==> config.mk <==
export PLATFORM = sky130hd
export DESIGN_NAME = pixel_capture_fifo
export DESIGN_NICKNAME = d
export VERILOG_FILES = /design/src/rtl/pixel_capture_fifo.sv
export SDC_FILE = /design/constraint.sdc
export NUM_CORES = 1
export LEC_CHECK = 0
export BUFFER_PORTS_ARGS = -buffer_cell sky130_fd_sc_hd__buf_2
export CORE_MARGIN = 3
export CORE_UTILIZATION = 47
export DETAILED_ROUTE_END_ITERATION = 6
export HOLD_SLACK_MARGIN = 0.05
export PLACE_DENSITY = 0.65
export SLEW_MARGIN = 30
export SYNTH_ARGS = -nofsm -noshare
export SYNTH_HDL_FRONTEND = slang
export SYNTH_SLANG_ARGS = --single-unit
==> constraint.sdc <==
create_clock -name i_wb_clk -period 3.35 [get_ports i_wb_clk]
set_input_delay 0.335 -clock i_wb_clk [delete_from_list [all_inputs] [get_ports i_wb_clk]]
set_output_delay 0.335 -clock i_wb_clk [all_outputs]
set_load 0.02 [all_outputs]
==> src/rtl/pixel_capture_fifo.sv <==
// pixel_capture_fifo: captures ADC words on pixel strobes inside the ADC frame
// window into a FIFO. A Wishbone slave gives access to the FIFO head, status,
// control and per-frame pixel statistics, and drives a level interrupt.
module pixel_capture_fifo #(
    parameter int DATA_W = 12,
    parameter int DEPTH  = 16
) (
    input  logic              i_wb_clk,
    input  logic              i_rst_n,
    input  logic              i_wb_cyc,
    input  logic              i_wb_stb,
    input  logic              i_wb_we,
    input  logic [31:0]       i_wb_addr,
    input  logic [31:0]       i_wb_data,
    output logic              o_wb_ack,
    output logic [31:0]       o_wb_data,
    input  logic              i_adc_frame,
    input  logic              i_pixel_flag,
    input  logic [DATA_W-1:0] i_adc_data,
    output logic              o_irq,
    output logic              o_fifo_empty
);

    localparam int AW = $clog2(DEPTH);
    localparam int CW = AW + 1;

    typedef enum logic [1:0] {
        ST_IDLE    = 2'd0,
        ST_ARMED   = 2'd1,
        ST_CAPTURE = 2'd2
    } state_e;

    state_e            state_q, state_d;
    logic              ack_q, ack_d;
    logic [31:0]       rdata_q, rdata_d;
    logic              enable_q, enable_d;
    logic              irq_en_q, irq_en_d;
    logic              ovf_q, ovf_d;
    logic              fd_q, fd_d;
    logic [15:0]       frame_cnt_q, frame_cnt_d;
    logic [15:0]       pixcnt_q, pixcnt_d;
    logic [15:0]       run_cnt_q, run_cnt_d;
    logic              frame_prev_q;
    logic              pix_prev_q;
    logic [AW-1:0]     wr_ptr_q, wr_ptr_d;
    logic [AW-1:0]     rd_ptr_q, rd_ptr_d;
    logic [CW-1:0]     count_q, count_d;
    logic [DATA_W-1:0] mem_q [DEPTH];

    logic        wb_req_s, wb_rd_s, wb_wr_s;
    logic [1:0]  addr_s;
    logic        empty_s, full_s, pop_s, clear_s;
    logic        frame_rise_s, pix_event_s, in_capture_s;
    logic        push_req_s, push_ok_s, frame_end_s;
    logic        w1c_ovf_s, w1c_fd_s, ctrl_wr_s;
    logic [31:0] head_word_s;
    logic        wb_unused_s;

    // Only address bits [3:2] and a few write-data bits carry meaning.
    assign wb_unused_s = ^{i_wb_addr[31:4], i_wb_addr[1:0], i_wb_data[31:13], i_wb_data[10:3]};

    assign wb_req_s = i_wb_cyc & i_wb_stb & ~ack_q;
    assign wb_rd_s  = wb_req_s & ~i_wb_we;
    assign wb_wr_s  = wb_req_s & i_wb_we;
    assign addr_s   = i_wb_addr[3:2];

    assign empty_s   = (count_q == {CW{1'b0}});
    assign full_s    = (count_q == CW'(DEPTH));
    assign pop_s     = wb_rd_s & (addr_s == 2'd0) & ~empty_s;
    assign clear_s   = wb_wr_s & (addr_s == 2'd2) & i_wb_data[2];
    assign ctrl_wr_s = wb_wr_s & (addr_s == 2'd2);
    assign w1c_ovf_s = wb_wr_s & (addr_s == 2'd1) & i_wb_data[11];
    assign w1c_fd_s  = wb_wr_s & (addr_s == 2'd1) & i_wb_data[12];

    // A pixel event is a strobe rising edge seen inside the frame window; the
    // frame-rise cycle already belongs to the capture window.
    assign frame_rise_s = i_adc_frame & ~frame_prev_q;
    assign pix_event_s  = i_pixel_flag & ~pix_prev_q & i_adc_frame;
    assign in_capture_s = enable_q & ((state_q == ST_CAPTURE) | (state_q != ST_CAPTURE & frame_rise_s));
    assign frame_end_s  = enable_q & (state_q == ST_CAPTURE) & ~i_adc_frame;
    assign push_req_s   = in_capture_s & pix_event_s;
    assign push_ok_s    = push_req_s & ~clear_s & (~full_s | pop_s);

    assign head_word_s  = {1'b1, 31'(mem_q[rd_ptr_q])};

    assign o_wb_ack     = ack_q;
    assign o_wb_data    = rdata_q;
    assign o_irq        = irq_en_q & (fd_q | ovf_q);
    assign o_fifo_empty = empty_s;

    // Capture FSM next state: disable forces IDLE, otherwise track frame edges.
    always_comb begin
        state_d = state_q;
        if (!enable_q) begin
            state_d = ST_IDLE;
        end else begin
            case (state_q)
                ST_IDLE:    state_d = frame_rise_s ? ST_CAPTURE : ST_ARMED;
                ST_ARMED:   state_d = frame_rise_s ? ST_CAPTURE : ST_ARMED;
                ST_CAPTURE: state_d = i_adc_frame ? ST_CAPTURE : ST_ARMED;
                default:    state_d = ST_IDLE;
            endcase
        end
    end

    // Register-file, statistics and FIFO pointer next-state logic.
    always_comb begin
        ack_d       = wb_req_s;
        enable_d    = enable_q;
        irq_en_d    = irq_en_q;
        ovf_d       = ovf_q;
        fd_d        = fd_q;
        frame_cnt_d = frame_cnt_q;
        pixcnt_d    = pixcnt_q;
        run_cnt_d   = run_cnt_q;
        wr_ptr_d    = wr_ptr_q;
        rd_ptr_d    = rd_ptr_q;
        count_d     = count_q;
        rdata_d     = 32'h0000_0000;

        if (ctrl_wr_s) begin
            enable_d = i_wb_data[0];
            irq_en_d = i_wb_data[1];
        end else begin
            enable_d = enable_q;
        end

        // Running pixel count; a disable discards the partial frame.
        if (!enable_q) begin
            run_cnt_d = 16'h0000;
        end else if (frame_end_s) begin
            pixcnt_d    = run_cnt_q;
            frame_cnt_d = frame_cnt_q + 16'h0001;
            run_cnt_d   = 16'h0000;
        end else if (push_req_s && (run_cnt_q != 16'hFFFF)) begin
            run_cnt_d = run_cnt_q + 16'h0001;
        end else begin
            run_cnt_d = run_cnt_q;
        end

        // Sticky flags: the clear is applied first so a same-cycle set wins.
        if (w1c_ovf_s) begin
            ovf_d = 1'b0;
        end else begin
            ovf_d = ovf_q;
        end
        if (push_req_s && !clear_s && full_s && !pop_s) begin
            ovf_d = 1'b1;
        end else begin
            ovf_d = ovf_d;
        end
        if (w1c_fd_s) begin
            fd_d = 1'b0;
        end else begin
            fd_d = fd_q;
        end
        if (frame_end_s) begin
            fd_d = 1'b1;
        end else begin
            fd_d = fd_d;
        end

        // FIFO bookkeeping; clear overrides both push and pop.
        if (clear_s) begin
            wr_ptr_d = {AW{1'b0}};
            rd_ptr_d = {AW{1'b0}};
            count_d  = {CW{1'b0}};
        end else begin
            wr_ptr_d = wr_ptr_q + AW'(push_ok_s);
            rd_ptr_d = rd_ptr_q + AW'(pop_s);
            count_d  = count_q + CW'(push_ok_s) - CW'(pop_s);
        end

        if (wb_rd_s) begin
            case (addr_s)
                2'd0:    rdata_d = empty_s ? 32'h0000_0000 : head_word_s;
                2'd1:    rdata_d = {frame_cnt_q, 3'b000, fd_q, ovf_q, full_s, empty_s, 9'(count_q)};
                2'd2:    rdata_d = {29'h0000_0000, 1'b0, irq_en_q, enable_q};
                2'd3:    rdata_d = {16'h0000, pixcnt_q};
                default: rdata_d = 32'h0000_0000;
            endcase
        end else begin
            rdata_d = 32'h0000_0000;
        end
    end

    // Control, status, statistics and bus response registers.
    always_ff @(posedge i_wb_clk or negedge i_rst_n) begin
        if (!i_rst_n) begin
            state_q      <= ST_IDLE;
            ack_q        <= 1'b0;
            rdata_q      <= 32'h0000_0000;
            enable_q     <= 1'b0;
            irq_en_q     <= 1'b0;
            ovf_q        <= 1'b0;
            fd_q         <= 1'b0;
            frame_cnt_q  <= 16'h0000;
            pixcnt_q     <= 16'h0000;
            run_cnt_q    <= 16'h0000;
            frame_prev_q <= 1'b0;
            pix_prev_q   <= 1'b0;
            wr_ptr_q     <= {AW{1'b0}};
            rd_ptr_q     <= {AW{1'b0}};
            count_q      <= {CW{1'b0}};
        end else begin
            state_q      <= state_d;
            ack_q        <= ack_d;
            rdata_q      <= rdata_d;
            enable_q     <= enable_d;
            irq_en_q     <= irq_en_d;
            ovf_q        <= ovf_d;
            fd_q         <= fd_d;
            frame_cnt_q  <= frame_cnt_d;
            pixcnt_q     <= pixcnt_d;
            run_cnt_q    <= run_cnt_d;
            frame_prev_q <= i_adc_frame;
            pix_prev_q   <= i_pixel_flag;
            wr_ptr_q     <= wr_ptr_d;
            rd_ptr_q     <= rd_ptr_d;
            count_q      <= count_d;
        end
    end

    // FIFO storage, written at the tail on every accepted push.
    always_ff @(posedge i_wb_clk or negedge i_rst_n) begin
        if (!i_rst_n) begin
            for (int i = 0; i < DEPTH; i++) begin
                mem_q[i] <= {DATA_W{1'b0}};
            end
        end else if (push_ok_s) begin
            mem_q[wr_ptr_q] <= i_adc_data;
        end else begin
            mem_q[wr_ptr_q] <= mem_q[wr_ptr_q];
        end
    end

endmodule

==> flow_summary.yaml, run 1 <==
detailed_routing:
  via_per_inst: 5.86
  wirelength_um: 35800
  dr.pass1.iters: 6
  ant_nets: 0
  num_vias: 10100
  wl_per_cell_um: 20.8
  drc: 0
  drtIter0Drc: 984
finish:
  final_common_cell: "dfrtp_1"
  nets: 1401
  layout.cells.non_filler: 1718
  final_cell_mix: "dfrtp_1 (290), nor2_1 (222), a21oi_1 (188)"
  area_growth_pct: 13.6
  drive_gt1_frac: 0.257
  antenna_cells: 0
clocking:
  cts_setup_buffers: 0
  cts.sinks: 294
  numCtsBuffers: 34
  cts.clk_slew.worst_paths_ns: 0.05
  clk_latency_ns: 0.51
  post_cts_resized: 0
  htreeDepth: 2
  clockBufferDepth: 3
  cts-root-buf: "clkbuf_16"
  cts_tree: "done"
  hold_buffers: 3
critical_path:
  crit_path_start_kind: "flip-flop"
  cp_cell_sequence: "inv_1 > ha_1 > nor3b_1 > nor2b_2 > or4_1 > inv_1 > ha_1 > inv_1 > ha_1 > inv_1 > fa_1 > inv_1 > a21oi_1 > nor2_1 > or3_1 > a21oi_1"
  crit_top_cell: "inv_1"
  path_class: "reg -> reg"
  crit_cells: 16
  cp-end-kind: "flip-flop"
  cp_top_family: "simple AND/OR/NAND/NOR gates"
  rr_startpoint: "count_q[2]"
  arrival_ns: 3.44
  slowest_delay_ns: 0.50
  cp.required_ns: 3.71
  rrSetupSlack_ns: 0.27
  r2r_end: "count_q[4]"
  crit_fanout: 3
  path_buf_inv: 5
  r2r_cells: 16
  startpoint: "count_q[2]"
  slowest_stage: "or4_1"
  crit_end: "count_q[4]"
global_routing:
  first_global_vias: 10200
  grt_max_degree: 122
  antenna_found_initial: 0
  grt_overflow: 0
  grt_pass1_wl_um: 57600
  track_usage: 0.220
timing:
  holdWs_ns: 0.0783
  finClkSkew_ns: 0.0254
  finalSetupViolCount: 0
  hold_viol_final: 0
  clock.fmax_ghz: 0.325
  tightest_slew_ns: 0.886
  rsz0062_at_grt: "false"
  finalCriticalPeriod_ns: 3.08
  relSlewSlack: 0.406
  layout_setup_ws_ns: 0.274
  maxSlewViolCount: 0
  period_share: 0.918
  totalNegativeSetupSlack_ns: 0
synth:
  netlist-cell-type-count: 53
  syn-num-nets: 1340
  synth_top_cell_area_share: 0.507
  synth_area_leader_cell: "dfrtp_1"
  synth_area_leaders: "dfrtp_1 (51%), mux4_2 (15%), a21oi_1 (6.5%), nor2_1 (6.0%), mux2_2 (2.2%)"
  synth_edf_count: 0
  synth_area_um2: 14500
  ys_seq_area_frac: 0.507
  syn_avg_cell_area_um2: 11.7
  async_flop_share: 1.00
  synth-seq-cells: 294
  synthFlopType: "dfrtp_1"
  syn_inst: 1244
  yosysWarnings: 0
floorplanning:
  ios: 118
  core_um2: 30000
  num_rows: 63
  start_util: 0.483
  die_w_um: 182
  fp.dieH_um: 182
  die_area_um2: 33000
power_and_ir_drop:
  totalPowerFinal_mw: 10.2
  leakage_nw: 6.18
  p_per_area_nw_per_um2: 616
  ir_drop_mv: 0.419
place:
  place_congestion: 0.808
  portBuffers: 60
  dp_cells: 1656
  dp_slack_ns: 0.273
  dp_hpwl_um: 23800
flow_run:
  cap_violations: 0
outcome:
  status: "finished, final reports clean"
hold_path:
  min_path_type: "in -> reg"
area by class of cell:
cell class | instances | area [um^2]
Clock buffer | 54 | 986
Clock inverter | 5 | 43.8
Fill cell | 2522 | 13500
Inverter | 16 | 60.1
Multi-Input combinational cell | 844 | 6740
Sequential cell | 294 | 7370
Tap cell | 390 | 488
Timing Repair Buffer | 115 | 806
logic make-up (layout without fill, tap and decap cells):
family,count (synthesis),after routing,share of synthesized area
AO/OA/AOI/OAI,279,279,0.114
XOR/XNOR,30,30,0.0181
adder cells (fa/ha/maj),13,13,0.0117
buffers and inverters,106,190,0.0346
flip-flops,294,294,0.507
multiplexers,155,155,0.202
AND/OR/NAND/NOR,367,367,0.112
where the power goes:
group | switching [mW] | total, mW | internal [mW]
Sequential | 0.422 | 4.19 | 3.76
Clock | 1.41 | 3.44 | 2.02
Combinational | 1.43 | 2.53 | 1.10
synthesized netlist by cell type (all sizes together), types with 2 or more instances:
| master | number |
|---|---|
| a21oi | 208 |
| clkbuf | 57 |
| o21ai | 9 |
| nand2b | 7 |
| and2 | 27 |
| xnor2 | 18 |
| ha | 12 |
| o31ai | 2 |
| buf | 33 |
| a22o | 4 |
| mux4 | 96 |
| nand4 | 8 |
| o211ai | 6 |
| nor2 | 232 |
| and3 | 7 |
| nor4 | 2 |
| a211oi | 5 |
| nor3 | 9 |
| o22ai | 8 |
| or4 | 3 |
| nor2b | 11 |
| a22oi | 26 |
| inv | 16 |
| dfrtp | 294 |
| nand3 | 15 |
| or3 | 2 |
| o21a | 4 |
| nand2 | 36 |
| xor2 | 12 |
| a21o | 2 |
| mux2 | 28 |
| mux2i | 31 |
| o2111ai | 2 |
state kept, by name (all words and copies together) (netlist names):
register	cells
irq_en_q	1
frame_cnt_q	16
state_q	2
pixcnt_q	16
run_cnt_q	16
fd_q	1
enable_q	1
wr_ptr_q	4
rd_ptr_q	4
mem_q	192
o_wb_ack	1
o_wb_data	32
pix_prev_q	1
count_q	5
frame_prev_q	1
ovf_q	1
worst register-to-register path, cell delays in order (launching register included):
cell     delay [ns]
dfrtp_1        0.39
inv_1          0.08
ha_1           0.18
nor3b_1        0.17
nor2b_2        0.18
or4_1          0.50
inv_1          0.10
ha_1           0.23
inv_1          0.06
ha_1           0.16
inv_1          0.06
fa_1           0.42
inv_1          0.07
a21oi_1        0.05
nor2_1         0.12
or3_1          0.13
a21oi_1        0.06
stage by stage:
| stage | cell area (um^2) | utilization |
|---|---|---|
| after floorplan | 14500 | - |
| after global placement | 15400 | 0.514 |
| after detailed placement | 15400 | 0.514 |
| after CTS | 16500 | 0.549 |
| after global routing | 16500 | 0.549 |
| final | 16500 | 0.549 |
per-layer routing:
| metal | global-route usage | wire length (um) | vias to the layer above |
|---|---|---|---|
| li1 | - | - | 4600 |
| met1 | 0.307 | 15200 | 5063 |
| met2 | 0.358 | 17300 | 324 |
| met3 | 0.0409 | 2250 | 86 |
| met4 | 0.0622 | 1060 | 0 |
| met5 | 0 | 0 | - |
how the worst min path moves through the flow:
| stage | start | endpoint | depth (start not counted) |
|---|---|---|---|
| 6_report | i_wb_data[0] | enable_q | 2 |
| 5_1_grt | i_wb_data[0] | enable_q | 2 |
| 4_1_cts | i_wb_data[0] | enable_q | 2 |
| 3_5_place_dp | i_rst_n | state_q[0] | 1 |
| 3_3_place_gp | i_rst_n | state_q[1] | 1 |
| 2_1_floorplan | i_rst_n | count_q[0] | 0 |
(Power assumes the default switching activity.)
==> run 2, diff against run 1 <==
==> constraint.sdc (replaced) <==
create_clock -name i_wb_clk -period 3 [get_ports i_wb_clk]
set_input_delay 0.3 -clock i_wb_clk [delete_from_list [all_inputs] [get_ports i_wb_clk]]
set_output_delay 0.3 -clock i_wb_clk [all_outputs]
set_load 0.02 [all_outputs]
==> run 2 against run 1 <==
  * Flip-flop and latch count unchanged
  * The flow now finishes with violations (DRC)
  * Via count down 0.43%
  * Fmax up 8.1%
  * Utilization up 0.97 points
  * Global-route usage down 0.078 points
  * Register-to-register slack worse by 0.12 ns
  * Worst setup slack worse by 0.12 ns
  * Routed wire length up 0.19%
  * First-iteration DRC count down 12%
  * Sequential power up 7.9%
  * Sequential share of layout area down 0.78 points
  * Final cell count up 0.99%
==> flow_summary.yaml, run 2 (synthesized netlist as in run 1, its figures left out) <==
outcome:
  status: "finished, violations left"
  violations: "DRC"
timing:
  finalCriticalPeriod_ns: 2.85
  hold_viol_final: 0
  layout_setup_ws_ns: 0.154
  finalSetupViolCount: 0
  tightest_slew_ns: 0.813
  holdWs_ns: 0.102
  maxSlewViolCount: 0
  finClkSkew_ns: 0.0167
  rsz0062_at_grt: "false"
  totalNegativeSetupSlack_ns: 0
  period_share: 0.949
  relSlewSlack: 0.458
  clock.fmax_ghz: 0.351
power_and_ir_drop:
  totalPowerFinal_mw: 11.5
  ir_drop_mv: 0.461
  leakage_nw: 6.33
  p_per_area_nw_per_um2: 685
clocking:
  cts_tree: "done"
  cts.clk_slew.worst_paths_ns: 0.06
  numCtsBuffers: 30
  clockBufferDepth: 3
  htreeDepth: 1
  clk_latency_ns: 0.56
  cts.sinks: 294
  cts-root-buf: "clkbuf_16"
place:
  place_congestion: 0.867
  dp_cells: 1674
  place_area_um2: 15700
  dp_slack_ns: 0.0220
  dp_hpwl_um: 23900
  portBuffers: 60
floorplanning:
  ios: 118
  fp.dieH_um: 182
  die_area_um2: 33000
  core_um2: 30000
  die_w_um: 182
  num_rows: 63
  start_util: 0.483
hold_path:
  hp-start: "i_wb_data[11]"
  min_path_type: "in -> reg"
finish:
  drive_gt1_frac: 0.278
  postLayoutCoreUtil: 0.559
  nets: 1423
  antenna_cells: 0
  final_common_cell: "dfrtp_1"
  regMostFlops: "mem_q"
  largest_reg_flops: 192
  layout.cells.non_filler: 1735
  design_area_um2: 16800
  area_growth_pct: 15.6
  final_cell_mix: "dfrtp_1 (290), nor2_1 (223), a21oi_1 (186)"
detailed_routing:
  dr.pass1.iters: 7
  drc: 6
  num_vias: 10000
  wirelength_um: 35800
  ant_nets: 0
  via_per_inst: 5.78
  wl_per_cell_um: 20.7
  drtIter0Drc: 864
critical_path:
  cp_top_family: "adder cells"
  crit_fanout: 3
  slowest_stage: "or4_4"
  startpoint: "count_q[2]"
  cp_cell_sequence: "inv_2 > ha_1 > nor3b_4 > nor2b_4 > or4_4 > inv_2 > ha_1 > inv_1 > ha_2 > inv_2 > fa_2 > inv_2 > a21oi_2 > nor2_1 > o21ai_1 > a21oi_2"
  path_class: "reg -> reg"
  arrival_ns: 3.32
  path_buf_inv: 5
  slowest_delay_ns: 0.43
  cp-end-kind: "flip-flop"
  rr_startpoint: "count_q[2]"
  crit_path_start_kind: "flip-flop"
  cp.required_ns: 3.47
  crit_top_cell: "inv_2"
global_routing:
  grt_overflow: 0
  antenna_found_initial: 0
  first_global_vias: 10200
  grt_max_degree: 82
  grt_pass1_wl_um: 57500
  track_usage: 0.219
flow_run:
  cap_violations: 0
-- run 2: changes by cell type in the layout (fill, tap and decap cells not counted), sizes merged --
cell,before,now
bufinv,0,2
inv,18,16
buf,112,133
clkbuf,54,43
dlygate4sd3,3,8
clkinv,3,5
-- run 2: path summary, 6_finish.rpt --
check,endpoint,slack [ns],depth (start not counted)
max in group asynchronous,mem_q[169],1.83,3
worst max register to register,count_q[4],0.15,16
worst max-delay path,count_q[4],0.15,16
worst min register to register,frame_cnt_q[15],0.48,1
min in group asynchronous,frame_prev_q,0.32,2
worst min-delay path,ovf_q,0.10,4
-- run 2: power by group --
part	leakage, nW	total, mW	internal [mW]	switching (mW)
Combinational	2.74	3.19	1.38	1.81
Clock	0.498	3.78	2.25	1.53
Sequential	3.09	4.52	4.20	0.320
-- run 2: per-layer routing --
metal	up-vias	wire (um)	GRT usage
met5	-	0	0
met4	0	777	0.0451
li1	4639	-	-
met2	291	17100	0.359
met3	51	2340	0.0395
met1	5049	15600	0.311
-- run 2: final cells by class --
class	count	area, um^2
tap	390	488
clock inverter	7	85.1
sequential	294	7370
clock buffer	43	911
timing repair buffer	141	1080
fill	2488	13300
multi-input combinational	844	6790
inverter	16	60.1
-- run 2: what timing repair did --
item	CTS	global route
endpoints found under the hold margin	81	0
resized for setup	1	9
cloned	0	0
buffers inserted	0	3
hold buffers	8	0
endpoints found under the setup margin	1	1
pin swaps	0	6
-- run 2: worst min-delay path: cells and delay by family --
kind                   cells  cell delay (ns)
and+or+nand+nor            2             0.12
buffers and inverters      1             0.08
AOI/OAI and AO/OA          1             0.10
==> run 3, diff against run 2 <==
--- a/config.mk
+++ b/config.mk
@@ -5,12 +5,12 @@
 export SDC_FILE = /design/constraint.sdc
 export NUM_CORES = 1
 export LEC_CHECK = 0
+export ABC_AREA = 1
 export BUFFER_PORTS_ARGS = -buffer_cell sky130_fd_sc_hd__buf_2
 export CORE_MARGIN = 3
 export CORE_UTILIZATION = 47
 export DETAILED_ROUTE_END_ITERATION = 6
 export HOLD_SLACK_MARGIN = 0.05
-export PLACE_DENSITY = 0.65
 export SLEW_MARGIN = 30
 export SYNTH_ARGS = -nofsm -noshare
 export SYNTH_HDL_FRONTEND = slang
==> run 3 against run 2 <==
  * The run now ends clean
  * Via count rose by 84%
  * Hold slack got worse by 0.0099 ns
  * Count of clock-buffer cells in the layout rose by 12
  * Utilization fell by 3.4 points
  * Clock skew rose by 0.00095 ns
  * Fmax rose by 3.8%
  * Combinational power rose to 3.0 times the previous value
  * Synthesized area rose by 24%
  * Routed wire length rose by 83%
  * Clock power rose by 14%
  * Power rose by 76%
  * Register-to-register slack improved by 0.10 ns
==> flow_summary.yaml, run 3 <==
outcome:
  status: "finished, final reports clean"
synth:
  async_flop_share: 1.00
  synth-seq-cells: 294
  synthFlopType: "dfrtp_1"
  synth-simple-area-share: 0.423
  syn_inst: 2658
  netlist-cell-type-count: 34
  synth_most_common_cell: "nand2_1"
  synth_area_um2: 18000
  synth_top_cell_area_share: 0.408
  synth_area_leaders: "dfrtp_1 (41%), nand2_1 (18%), nand3_1 (18%), nor2_1 (3.6%), o21ai_0 (3.5%)"
  synth_fa_ha_area_frac: 0.00945
  synth_mux_area_frac: 0
  synth_area_leader_cell: "dfrtp_1"
  synthTopCellsByCount: "nand2_1 (876), nand3_1 (647), dfrtp_1 (294), nor2_1 (172), o21ai_0 (125)"
  syn_avg_cell_area_um2: 6.78
  synth_xor_area_frac: 0.0107
  yosysWarnings: 0
  synth_top_family_by_area: "simple AND/OR/NAND/NOR gates"
  synth-compound-area-share: 0.0604
  ys_seq_area_frac: 0.408
  syn-num-nets: 2754
  synth_edf_count: 0
clocking:
  clockBufferDepth: 3
  cts.clk_slew.worst_paths_ns: 0.06
  clk_latency_ns: 0.56
  htreeDepth: 2
  numCtsBuffers: 37
  cts_setup_buffers: 0
  cts.sinks: 294
  cts-root-buf: "clkbuf_16"
  cts_tree: "done"
place:
  portBuffers: 60
  dp_hpwl_um: 39500
  place_congestion: 0.899
  dp_cells: 3077
  place_area_um2: 18600
finish:
  multi_input_area_um2: 9080
  largest_reg_flops: 192
  nets: 2709
  final-seq-area_um2: 7370
  final_cell_mix: "nand2_1 (876), nand3_1 (647), dfrtp_1 (290)"
  postLayoutCoreUtil: 0.525
  drive_gt1_frac: 0.0952
  regMostFlops: "mem_q"
  fill_cells: 3767
  area_growth_pct: 10.0
  final_common_cell: "nand2_1"
  design_area_um2: 19800
  layout.cells.non_filler: 3149
timing:
  clock.fmax_ghz: 0.365
  period_share: 0.914
  tightest_slew_ns: 0.845
  relSlewSlack: 0.437
  finalCriticalPeriod_ns: 2.74
  finalSetupViolCount: 0
  hold_viol_final: 0
  maxSlewViolCount: 0
  finClkSkew_ns: 0.0177
  totalNegativeSetupSlack_ns: 0
  rsz0062_at_grt: "false"
critical_path:
  rr_startpoint: "count_q[3]"
  crit_fanout: 3
  arrival_ns: 3.21
  path_class: "reg -> reg"
  cp_cell_sequence: "inv_1 > ha_1 > nand2_1 > nor2_1 > nand2_1 > inv_1 > nor2_1 > ha_1 > inv_1 > ha_1 > inv_1 > fa_1 > inv_1 > a21oi_1 > o21ai_1 > o21ai_0 > a21oi_1"
  crit_path_start_kind: "flip-flop"
  cp.required_ns: 3.47
  cp-end-kind: "flip-flop"
  slowest_stage: "fa_1"
  slowest_delay_ns: 0.39
  startpoint: "count_q[3]"
  crit_top_cell: "inv_1"
power_and_ir_drop:
  p_per_area_nw_per_um2: 1020
  totalPowerFinal_mw: 20.3
  leakage_nw: 9.75
  ir_drop_mv: 0.571
floorplanning:
  num_rows: 71
  start_util: 0.477
  core_um2: 37800
  die_area_um2: 40700
  fp.dieH_um: 202
  die_w_um: 202
  ios: 118
detailed_routing:
  wl_per_cell_um: 20.8
  via_per_inst: 5.86
  num_vias: 18400
  dr.pass1.iters: 6
  ant_nets: 0
  wirelength_um: 65500
  drtIter0Drc: 2383
  drc: 0
global_routing:
  antenna_found_initial: 1
  grt_max_degree: 163
  grt_pass1_wl_um: 102000
  first_global_vias: 17500
  track_usage: 0.317
  grt_overflow: 0
hold_path:
  min_path_type: "in -> reg"
  hp-start: "i_wb_data[11]"
flow_run:
  cap_violations: 0
==> run 3: cell types whose count changed after synthesis, sizes merged, moves of 96 or more <==
| cell | change |
|---|---|
| a21oi | -182 |
| inv | +137 |
| mux4 | -96 |
| nand2 | +854 |
| nand3 | +633 |
| o21ai | +120 |
==> run 3: layout make-up <==
class	count	area share
Multi-Input combinational cell	1997	0.458
Clock inverter	8	0.00221
Timing Repair Buffer	130	0.0508
Sequential cell	294	0.372
Antenna cell	1	0.000126
Inverter	153	0.0293
Clock buffer	55	0.0553
Tap cell	511	0.0323
==> run 3: repair_timing <==
action                                  4_1_cts  5_1_grt
hold buffers                                  8        0
endpoints found under the setup margin        0        1
resized for setup                             0        1
endpoints found under the hold margin        66        0
==> run 3: critical path: cells and delay by family, from the launching register on <==
kind                     cells  cell delay (ns)
AO/OA/AOI/OAI                4             0.44
buffers and inverters        5             0.43
flip-flops                   1             0.38
adder cells (fa/ha/maj)      4             1.00
AND/OR/NAND/NOR              4             0.41
==> run 3: through the flow <==
step	hold slack [ns]	setup slack (ns)
after detailed placement	0.327	0.230
after global placement	0.327	0.206
after CTS	0.0839	0.227
after floorplan	0.00441	0.183
final	0.0925	0.258
after global routing	0.124	0.0127
==> run 3: path summary, 6_finish.rpt <==
check                                       end  slack, ns  cells past startpoint
min in group asynchronous            mem_q[188]       0.32                      2
worst min register to register  frame_cnt_q[14]       0.48                      2
worst min-delay path                      ovf_q       0.09                      4
max in group asynchronous         o_wb_data[30]       1.76                      3
worst max-delay path                 count_q[4]       0.26                     17
worst max register to register       count_q[4]       0.26                     17
==> run 3: kinds of logic (layout without fill, tap and decap cells) <==
kind of cell	Yosys count	count (layout)
compound gates	196	196
xor+xnor	22	22
fa+ha+maj	13	13
buf+inv	367	346
flops	294	294
other cells	0	1
simple gates	1766	1766
==> run 3: routing by layer <==
metal,vias to the layer above,track usage,routed length [um]
li1,8532,-,-
met2,962,0.478,28800
met4,0,0.135,2720
met3,141,0.0489,5840
met5,-,0,0
met1,8811,0.455,28100
==> run 3: power by group <==
part	switching [mW]	internal [mW]
sequential	1.26	5.27
combinational	6.58	2.84
clock	1.79	2.52
total	9.63	10.6
